$ cat src/rtl/demux14x16_pkg.sv
// Shared constants and per-FIFO occupancy state for the demux14x16 distribution block.
package demux_pkg;

    localparam int N_DEST = 4;
    localparam int SEL_W  = 2;

    localparam logic [SEL_W-1:0] DEST_RF  = 2'd0;
    localparam logic [SEL_W-1:0] DEST_MEM = 2'd1;
    localparam logic [SEL_W-1:0] DEST_IO  = 2'd2;
    localparam logic [SEL_W-1:0] DEST_DBG = 2'd3;

    typedef enum logic [1:0] {
        FIFO_EMPTY   = 2'd0,
        FIFO_PARTIAL = 2'd1,
        FIFO_FULL    = 2'd2
    } fifo_state_e;

    // Occupancy state is a pure function of the count; no separate register holds it.
    function automatic fifo_state_e fifo_state(input int count, input int depth);
        if (count == 0)
            return FIFO_EMPTY;
        else if (count >= depth)
            return FIFO_FULL;
        else
            return FIFO_PARTIAL;
    endfunction

endpackage

$ cat src/rtl/demux14x16_if.sv
// Input stream and four output handshakes of demux14x16; slave is the block side.
interface demux14x16_if
    import demux_pkg::*;
#(
    parameter int WIDTH = 16
);
    logic                in_valid;
    logic                in_ready;
    logic [SEL_W-1:0]    cntrl;
    logic [WIDTH-1:0]    din;
    logic [N_DEST-1:0]   out_valid;
    logic [N_DEST-1:0]   out_ready;
    logic [WIDTH-1:0]    dout0;
    logic [WIDTH-1:0]    dout1;
    logic [WIDTH-1:0]    dout2;
    logic [WIDTH-1:0]    dout3;

    modport master (
        output in_valid, cntrl, din, out_ready,
        input  in_ready, out_valid, dout0, dout1, dout2, dout3
    );

    modport slave (
        input  in_valid, cntrl, din, out_ready,
        output in_ready, out_valid, dout0, dout1, dout2, dout3
    );
endinterface

$ cat src/rtl/demux14x16_fifo.sv
// Single-channel synchronous FIFO; occupancy state derived from the count.
//   state        | meaning
//   FIFO_EMPTY   | count == 0, head invalid
//   FIFO_PARTIAL | 0 < count < DEPTH, push and pop both allowed
//   FIFO_FULL    | count == DEPTH, push refused
module demux_fifo
    import demux_pkg::*;
#(
    parameter int WIDTH = 16,
    parameter int DEPTH = 2
) (
    input  logic             clk,
    input  logic             rst_n,
    input  logic             push,
    input  logic [WIDTH-1:0] din,
    input  logic             pop,
    output logic [WIDTH-1:0] dout,
    output logic             empty,
    output logic             full
);
    localparam int PTR_W = $clog2(DEPTH);

    logic [WIDTH-1:0] mem [DEPTH];
    logic [PTR_W-1:0] wr_ptr;
    logic [PTR_W-1:0] rd_ptr;
    logic [PTR_W:0]   count;
    fifo_state_e      state;
    logic             do_push;
    logic             do_pop;

    assign state   = fifo_state(int'(count), DEPTH);
    assign empty   = (state == FIFO_EMPTY);
    assign full    = (state == FIFO_FULL);
    assign do_push = push && !full;
    assign do_pop  = pop && !empty;
    assign dout    = mem[rd_ptr];

    // DEPTH is a power of two, so pointers wrap by natural overflow.
    always_ff @(posedge clk or negedge rst_n) begin
        if (!rst_n) begin
            for (int i = 0; i < DEPTH; i++)
                mem[i] <= '0;
            wr_ptr <= '0;
            rd_ptr <= '0;
            count  <= '0;
        end else begin
            if (do_push) begin
                mem[wr_ptr] <= din;
                wr_ptr      <= wr_ptr + 1'b1;
            end
            if (do_pop)
                rd_ptr <= rd_ptr + 1'b1;
            case ({do_push, do_pop})
                2'b10:   count <= count + 1'b1;
                2'b01:   count <= count - 1'b1;
                default: count <= count;
            endcase
        end
    end

endmodule

$ cat src/rtl/demux14x16.sv
// Buffered 1-to-4 demultiplexer: steers each input word into a per-destination FIFO.
// Optional pop counters per channel are enabled with DEMUX14X16_STATS_EN.
module demux14x16
    import demux_pkg::*;
#(
    parameter int WIDTH = 16,
    parameter int DEPTH = 2
) (
    input  logic         clk,
    input  logic         rst_n,
    demux14x16_if.slave  bus
`ifdef DEMUX14X16_STATS_EN
    ,
    input  logic         stats_clr,
    output logic [31:0]  xfer_cnt
`endif
);
    logic [N_DEST-1:0] push;
    logic [N_DEST-1:0] pop;
    logic [N_DEST-1:0] empty;
    logic [N_DEST-1:0] full;
    logic [WIDTH-1:0]  head   [N_DEST];
    logic [WIDTH-1:0]  masked [N_DEST];

    // in_ready depends only on cntrl and registered full flags, never on out_ready.
    assign bus.in_ready  = ~full[bus.cntrl];
    assign bus.out_valid = ~empty;

    for (genvar k = 0; k < N_DEST; k++) begin : g_dest
        assign push[k]   = bus.in_valid && bus.in_ready && (bus.cntrl == SEL_W'(k));
        assign pop[k]    = bus.out_ready[k] && !empty[k];
        assign masked[k] = empty[k] ? '0 : head[k];

        demux_fifo #(
            .WIDTH (WIDTH),
            .DEPTH (DEPTH)
        ) u_fifo (
            .clk   (clk),
            .rst_n (rst_n),
            .push  (push[k]),
            .din   (bus.din),
            .pop   (pop[k]),
            .dout  (head[k]),
            .empty (empty[k]),
            .full  (full[k])
        );
    end

    assign bus.dout0 = masked[DEST_RF];
    assign bus.dout1 = masked[DEST_MEM];
    assign bus.dout2 = masked[DEST_IO];
    assign bus.dout3 = masked[DEST_DBG];

`ifdef DEMUX14X16_STATS_EN
    logic [7:0] cnt [N_DEST];

    // A clear wins over a pop in the same cycle.
    always_ff @(posedge clk or negedge rst_n) begin
        if (!rst_n) begin
            for (int k = 0; k < N_DEST; k++)
                cnt[k] <= '0;
        end else if (stats_clr) begin
            for (int k = 0; k < N_DEST; k++)
                cnt[k] <= '0;
        end else begin
            for (int k = 0; k < N_DEST; k++)
                if (pop[k])
                    cnt[k] <= cnt[k] + 8'd1;
        end
    end

    assign xfer_cnt = {cnt[3], cnt[2], cnt[1], cnt[0]};
`endif

endmodule
$ cat src/flat_wrapper.sv
// flat-port wrapper written by rule: the top's interface ports become plain ports
module demux14x16_flat import demux_pkg::*;
#(
    parameter int WIDTH = 16,
    parameter int DEPTH = 2
)
  (clk, rst_n, bus_in_valid, bus_cntrl, bus_din, bus_out_ready, bus_in_ready, bus_out_valid, bus_dout0, bus_dout1, bus_dout2, bus_dout3);
  demux14x16_if #(.WIDTH(WIDTH)) bus_i ();
  input  logic clk;
  input  logic rst_n;
  input wire logic [$bits(bus_i.in_valid)-1:0] bus_in_valid;
  input wire logic [$bits(bus_i.cntrl)-1:0] bus_cntrl;
  input wire logic [$bits(bus_i.din)-1:0] bus_din;
  input wire logic [$bits(bus_i.out_ready)-1:0] bus_out_ready;
  output wire logic [$bits(bus_i.in_ready)-1:0] bus_in_ready;
  output wire logic [$bits(bus_i.out_valid)-1:0] bus_out_valid;
  output wire logic [$bits(bus_i.dout0)-1:0] bus_dout0;
  output wire logic [$bits(bus_i.dout1)-1:0] bus_dout1;
  output wire logic [$bits(bus_i.dout2)-1:0] bus_dout2;
  output wire logic [$bits(bus_i.dout3)-1:0] bus_dout3;
  assign bus_i.in_valid = bus_in_valid;
  assign bus_i.cntrl = bus_cntrl;
  assign bus_i.din = bus_din;
  assign bus_i.out_ready = bus_out_ready;
  assign bus_in_ready = bus_i.in_ready;
  assign bus_out_valid = bus_i.out_valid;
  assign bus_dout0 = bus_i.dout0;
  assign bus_dout1 = bus_i.dout1;
  assign bus_dout2 = bus_i.dout2;
  assign bus_dout3 = bus_i.dout3;
  demux14x16 #(.WIDTH(WIDTH), .DEPTH(DEPTH)) u_core (.clk(clk), .rst_n(rst_n), .bus(bus_i));
endmodule
$ cat config.mk
export PLATFORM = sky130hd
export DESIGN_NAME = demux14x16_flat
export DESIGN_NICKNAME = d
export VERILOG_FILES = /design/src/rtl/demux14x16_pkg.sv /design/src/rtl/demux14x16_if.sv /design/src/rtl/demux14x16_fifo.sv /design/src/rtl/demux14x16.sv /design/src/flat_wrapper.sv
export SDC_FILE = /design/constraint.sdc
export NUM_CORES = 1
export LEC_CHECK = 0
export BUFFER_PORTS_ARGS = -buffer_cell sky130_fd_sc_hd__buf_2
export CORE_ASPECT_RATIO = 0.9
export CORE_MARGIN = 2
export CORE_UTILIZATION = 42
export DETAILED_ROUTE_END_ITERATION = 12
export RECOVER_POWER = 50
export SYNTH_ARGS = -nofsm -noshare
export SYNTH_HDL_FRONTEND = slang
export SYNTH_SLANG_ARGS = --single-unit
$ cat constraint.sdc
create_clock -name clk -period 2.6 [get_ports clk]
set_input_delay 0.39 -clock clk [delete_from_list [all_inputs] [get_ports clk]]
set_output_delay 0.39 -clock clk [all_outputs]
set_load 0.01 [all_outputs]
==> metrics.md, run 1 <==
| Metric | Value |
|---|---|
| Area of the multi-input gates | `2750 sq um` |
| Antenna violations before repair | `0` |
| Syn_area_per_cell | `around 14 sq um` |
| Cell Pwr Density | `1360 nW/um^2` |
| Final setup TNS | `0 ns` |
| Met1 usage | `0.253` |
| Leakage power | `~3.8 nW` |
| Antenna-violating nets left | `0` |
| DRT iter0 DRCs | `194` |
| Vias in the first global route | `~4.2k` |
| Worst Path Required | `around 2.9 ns` |
| Hold_sp | `bus_din[5]` |
| Post-Place Cells | `768` |
| Total Routing Usage GR | `0.183` |
| Vias | `approximately 4k` |
| Synth Area in XOR/XNOR | `0.0269` |
| Slew at the pin closest to its max-slew limit | `1.38 ns` |
| Simple-gate portion of the synthesized area | `0.0581` |
| Post-synthesis compound-gate area fraction | `0` |
| Worst path max stage delay | `0.79 ns` |
| Top post-synthesis cells by area | `dfrtp_1 (55%), mux2_2 (20%), mux2i_1 (9.8%), nor2_1 (4.3%), mux2_4 (2.3%)` |
| Largest net degree at the start of global routing | `between 60 and 70` |
| Max Root-Sink Buffers | `2` |
| Root Driver | `clkbuf_16` |
| Post-CTS sizing | `0` |
| Post-Syn Area | `roughly 6500 sq um` |
| Period utilisation layout | `0.855` |
| Post-Place Worst Slack | `0.504 ns` |
| Critical Path AT | `2.51 ns` |
| Via/cell ratio | `5.03` |
| Depth of the most critical reg-to-reg path | `4` |
| Crit path cell chain | `nand4b_1 > nor2_1 > clkbuf_1 > mux2_2` |
| Critical Path Source Type | `flip-flop` |
| Slew HR | `0.0829` |
| Total Power | `10.6 mW` |
| First-pass GRT wire length | `approximately 23,000 um` |
| H-tree depth | `4` |
| Mapped Cells | `483` |
| Worst vdd ir | `approximately 640 uV` |
| Area delta synth->final | `19.4%` |
| Routed len/inst | `17.5 um` |
| Largest family of logic cells by synthesized area | `multiplexers` |
| Slowest-stage cell, CP | `clkbuf_1` |
| Hold WS | `0.356 ns` |
| Synth Register Bits | `144` |
| Starting Density | `0.427` |
| DP Area | `7240 sq um` |
| CORE AREA | `15,300 sq um` |
| Upper clock frequency limit | `0.450 GHz` |
| Buffers added on ports | `93` |
| Worst hold-check path type | `in -> reg` |
| GRT met2 Usage | `0.280` |
| Top Usage Layer GRT | `met2` |
| Rows | `43` |
| Global route overflow | `0` |
| Adder-Cell Fraction of Synth Area | `0.00767` |
| Minimum clock period | `2.22 ns` |
| DR DRC count | `0` |
| Final Max Slew Viols | `0` |
| CTS sink count | `144` |
| Clock-pin slew on the worst setup and hold paths | `0.06 ns` |
| FF-to-FF Start | `u_core.g_dest[3].u_fifo.count[1]$_DFFE_PN0P_` |
| # nets final | `615` |
| Area leader, netlist | `dfrtp_1` |
| Met3 GRT Util | `0.0479` |
| Hold EP | `u_core.g_dest[3].u_fifo.mem[5]$_DFFE_PN0P_` |
| Clk_lat worst skew | `0.42 ns` |
| TritonCTS buffer count | `17` |
| Final WL | `around 14,000 um` |
| Crit-path max FO | `16` |
| # fillers | `1,360` |
| ANT cells | `0` |
| Crit end category | `flip-flop` |
| Synth warnings | `0` |
| Hold Path Cell Cnt | `2` |
| Final Hold Vio Count | `0` |
| # Max-Cap Violations | `0` |
| DRT Pass-1 Iters | `4` |
| Setup Viol. Count Final | `0` |
| Post-detail-place hpwl | `between 9000 and 10,000 um` |
| Worst setup margin | `0.378 ns` |
| Core Util, Final | `0.510` |
| Synth cell types | `24` |
| RR Endpoint | `u_core.g_dest[3].u_fifo.mem[28]$_DFFE_PN0P_` |
| DIE HEIGHT | `122 um` |
| Top cell type's share of synthesized area | `0.553` |
| Setup slack, reg-to-reg | `about 0.38 ns` |
| GP Congestion | `0.692` |
| RSZ-0062 raised after global routing | `no` |
| Clk_skew | `0.00820 ns` |
| Status | `finished, final reports clean` |
| Share of cells above drive strength 1 | `0.441` |
| Post-Syn Nets | `512` |
| CTS tree | `built` |
| DIE AREA | `16,500 sq um` |
| Io pins | `94` |
| Critical path class | `reg -> reg` |
| Non-Filler Instances | `801` |
| Seq/Total Area, Yosys | `0.553` |
| Final instance area | `7790 sq um` |
| Die W | `135 um` |
| Post-CTS Setup Inserts | `0` |
| Hold-fix buffers, CTS | `1` |
| Storage cell area | `between 3000 and 4000 sq um` |
| Post-synthesis mux area share | `0.329` |
==> cell usage after synthesis <==
cell type	instances
buf_1	1
buf_12	1
buf_2	9
buf_4	1
buf_6	1
clkbuf_1	11
clkbuf_2	1
dfrtp_1	144
ha_1	4
inv_1	9
mux2_2	118
mux2_4	10
mux2i_1	64
mux4_1	1
nand4b_1	1
nand4bb_1	2
nor2_1	75
nor2_2	1
nor2b_1	4
or2_1	1
or2_2	3
or4b_1	1
xnor2_1	12
xor2_1	8
==> where the power goes <==
group / internal (mW) / switching, mW / total [mW]
logic: 2.22 / 2.12 / 4.34
clock network: 1.41 / 0.850 / 2.26
registers: 3.36 / 0.635 / 4.00
==> worst max-delay path, delay by kind of cell (launching register included) <==
family	cells	cell delay [ns]
buffers and inverters	1	0.79
flip-flops	1	0.41
multiplexers	1	0.43
AND/OR/NAND/NOR	2	0.46
==> placed cells by master, fill, tap and decap left out <==
| cell | n |
|---|---|
| inv_1 | 9 |
| nand4b_1 | 1 |
| xnor2_1 | 12 |
| buf_4 | 12 |
| clkbuf_8 | 4 |
| clkbuf_2 | 1 |
| xor2_1 | 8 |
| buf_12 | 1 |
| nor2_1 | 75 |
| ha_1 | 4 |
| bufinv_16 | 1 |
| clkinv_2 | 5 |
| or2_1 | 1 |
| or2_0 | 1 |
| dfrtp_1 | 144 |
| mux2_4 | 10 |
| mux2_2 | 118 |
| or4b_1 | 1 |
| nand4bb_1 | 2 |
| clkbuf_1 | 7 |
| clkbuf_16 | 17 |
| buf_2 | 92 |
| dlygate4sd3_1 | 1 |
| or2_2 | 2 |
| mux2i_1 | 64 |
| nor2_2 | 1 |
| nor2b_1 | 4 |
| mux4_1 | 1 |
==> state kept, by name, indices dropped and copies added, names as in the netlist <==
signal,flops
u_core.g_dest.u_fifo.mem,128
u_core.g_dest.u_fifo.count,8
u_core.g_dest.u_fifo.rd_ptr,4
u_core.g_dest.u_fifo.wr_ptr,4
==> layout make-up <==
cell class,count,area share
clock buffers,26,0.0641
inverters,9,0.00434
repair buffers,109,0.0762
well taps,202,0.0325
multi-input cells,305,0.353
clock inverters,6,0.00707
flip-flops and latches,144,0.463
==> worst max path at each step <==
stage                                                             from                                          end  slack (ns)  depth (start not counted)
final                     u_core.g_dest[3].u_fifo.count[1]$_DFFE_PN0P_  u_core.g_dest[3].u_fifo.mem[28]$_DFFE_PN0P_        0.38                          4
after detailed placement                                  bus_cntrl[0]   u_core.g_dest[0].u_fifo.mem[8]$_DFFE_PN0P_        0.50                          5
after global placement                                    bus_cntrl[0]  u_core.g_dest[0].u_fifo.mem[13]$_DFFE_PN0P_        0.52                          5
after global routing      u_core.g_dest[3].u_fifo.count[1]$_DFFE_PN0P_  u_core.g_dest[3].u_fifo.mem[25]$_DFFE_PN0P_        0.24                          4
after CTS                   u_core.g_dest[1].u_fifo.rd_ptr$_DFFE_PN0P_                                bus_dout1[13]        0.35                          4
after floorplan                                           bus_cntrl[0]  u_core.g_dest[0].u_fifo.mem[10]$_DFFE_PN0P_        0.67                          6
==> per-layer routing <==
| metal | part of all wire | vias to the layer above |
|---|---|---|
| met5 | 0 | - |
| met4 | 0.014 | 0 |
| met3 | 0.043 | 17 |
| met2 | 0.46 | 83 |
| met1 | 0.48 | 2055 |
| li1 | - | 1871 |
==> cells by family after synthesis <==
group | after synthesis
flops | 144
simple gates | 88
fa+ha+maj | 4
buf+inv | 34
mux | 193
xor+xnor | 20
(Power assumes the default switching activity.)
==> run 2, diff against run 1 <==
clock period = 1.9 ns   (was 2.6 ns; I/O delays follow)
==> metrics.md, run 2 (synthesis gave the netlist of run 1 again) <==
| Metric | Value |
|---|---|
| Clock-pin slew on the worst setup and hold paths | `0.06 ns` |
| Global route overflow | `0` |
| DR DRC count | `0` |
| DRT iter0 DRCs | `160` |
| ANT cells | `0` |
| Period utilisation layout | `0.964` |
| Depth of the most critical reg-to-reg path | `4` |
| RSZ-0062 raised after global routing | `yes` |
| Total Routing Usage GR | `0.185` |
| Final Max Slew Viols | `0` |
| GP Congestion | `0.748` |
| Top layer reached by signal wires | `met4` |
| # Max-Cap Violations | `0` |
| Final setup TNS | `0 ns` |
| Critical Path AT | `around 1.6 ns` |
| Crit path cell chain | `buf_6 > mux4_2 > inv_1 > buf_2` |
| Antenna-violating nets left | `0` |
| Setup Viol. Count Final | `0` |
| Area delta synth->final | `22.5%` |
| Slew HR | `0.256` |
| Biggest register | `u_core.g_dest.u_fifo.mem` |
| Largest net degree at the start of global routing | `46` |
| DIE HEIGHT | `122 um` |
| Max Root-Sink Buffers | `2` |
| Worst path max stage delay | `0.44 ns` |
| Worst vdd ir | `873 uV` |
| Hold EP | `u_core.g_dest[0].u_fifo.mem[15]$_DFFE_PN0P_` |
| Wl on met1 | `6760 um` |
| Vias | `approximately 4k` |
| Met2 wire length | `6510 um` |
| CTS sink count | `144` |
| CTS tree | `built` |
| Worst hold-check path type | `in -> reg` |
| Final instance area | `7990 sq um` |
| TritonCTS buffer count | `17` |
| Clk_lat worst skew | `between 0.4 and 0.5 ns` |
| Upper clock frequency limit | `between 0.5 and 0.6 GHz` |
| Post-detail-place hpwl | `9700 um` |
| Biggest regs | `u_core.g_dest.u_fifo.mem x128, u_core.g_dest.u_fifo.count x8` |
| Setup slack, reg-to-reg | `0.11 ns` |
| Minimum clock period | `1.83 ns` |
| DRT Pass-1 Iters | `5` |
| Crit end category | `output pin` |
| Critical Path Source Type | `flip-flop` |
| WP buf/inv | `3` |
| # nets final | `624` |
| Routed len/inst | `17.3 um` |
| Most frequent cells in the layout | `dfrtp_1 (144), mux2_2 (118), buf_2 (92)` |
| DIE AREA | `about 17,000 sq um` |
| Die W | `135 um` |
| Critical path class | `reg -> out` |
| RR Endpoint | `u_core.g_dest[0].u_fifo.mem[10]$_DFFE_PN0P_` |
| Share of cells above drive strength 1 | `0.461` |
| Antenna violations before repair | `0` |
| H-tree depth | `4` |
| DP Area | `7380 sq um` |
| Leakage power | `3.90 nW` |
| Final Hold Vio Count | `0` |
| Met3 Routed Length | `626 um` |
| Status | `finished, final reports clean` |
| Root Driver | `clkbuf_16` |
| Commonest non-fill, non-tap cell in the layout | `dfrtp_1` |
| Hold Path Cell Cnt | `2` |
| Slew at the pin closest to its max-slew limit | `1.12 ns` |
| Max reg flops | `128` |
| Clk_skew | `0.00646 ns` |
| Cell family with most CP delay | `multiplexers` |
| Starting Density | `0.427` |
| Via/cell ratio | `4.99` |
| Worst Path Required | `between 1.5 and 2 ns` |
| Rows | `43` |
| Buffers added on ports | `93` |
| Slowest-stage cell, CP | `mux4_2` |
| Io pins | `94` |
| Hold_sp | `bus_din[15]` |
| First-pass GRT wire length | `22,900 um` |
| Final WL | `14,000 um` |
| CORE AREA | `15,300 sq um` |
| FF-to-FF Start | `u_core.g_dest[0].u_fifo.count[1]$_DFFE_PN0P_` |
| Crit-path max FO | `3` |
| Cell Pwr Density | `1860 nW/um^2` |
| Vias in the first global route | `4,219` |
## run 2: changes by cell type in the layout (fill, tap and decap cells not counted), moves of 2 or more
cell	before	now
clkbuf_1	7	3
buf_4	12	10
clkinv_2	5	3
buf_6	0	7
clkbuf_8	4	8
buf_12	1	6
## run 2: what timing repair did
item	CTS	global route
setup endpoints to repair	1	41
buffers inserted	0	1
gates cloned	0	0
hold endpoints to repair	42	0
hold buffers	1	0
gates resized for setup	1	6
## run 2: report_power, final
group / switching [mW] / internal, mW
clock: 1.16 / 2.07
combinational: 2.98 / 3.18
sequential: 0.851 / 4.60
## run 2: through the flow
stage          power (mW)  hold slack [ns]  utilization  setup slack (ns)  cells
2_1_floorplan        9.37          -0.0106            -            0.0237    483
3_3_place_gp         11.4            0.238        0.483            0.0566    776
3_5_place_dp         11.7            0.242        0.483            0.0498    776
4_1_cts              15.0            0.217        0.522            0.0114    809
5_1_grt              16.0            0.250        0.523          -0.00543    810
6_report             14.9            0.249        0.523            0.0683    810
## run 2: layout make-up
cell class	instances	area, sq um
multi-input combinational	305	2750
fill	1368	7290
timing repair buffer	118	757
inverter	9	33.8
clock inverter	4	45.0
clock buffer	28	547
sequential	144	3600
tap	202	253
## run 2: routing by layer
layer  vias up  GRT usage
met4         0     0.0612
met3        13     0.0446
met1      2051      0.254
met5         -          0
li1       1890          -
met2        84      0.291
## run 2: how the worst max path moves through the flow
stage	from	endpoint	slack [ns]	cells after the start
2_1_floorplan	u_core.g_dest[0].u_fifo.count[1]$_DFFE_PN0P_	u_core.g_dest[0].u_fifo.mem[10]$_DFFE_PN0P_	0.02	6
3_3_place_gp	bus_cntrl[0]	u_core.g_dest[0].u_fifo.mem[12]$_DFFE_PN0P_	0.06	5
3_5_place_dp	bus_cntrl[0]	u_core.g_dest[0].u_fifo.mem[9]$_DFFE_PN0P_	0.05	5
4_1_cts	u_core.g_dest[0].u_fifo.count[1]$_DFFE_PN0P_	bus_dout0[7]	0.01	5
5_1_grt	u_core.g_dest[0].u_fifo.count[1]$_DFFE_PN0P_	bus_in_ready	-0.005	4
6_report	u_core.g_dest[0].u_fifo.count[1]$_DFFE_PN0P_	bus_in_ready	0.07	4
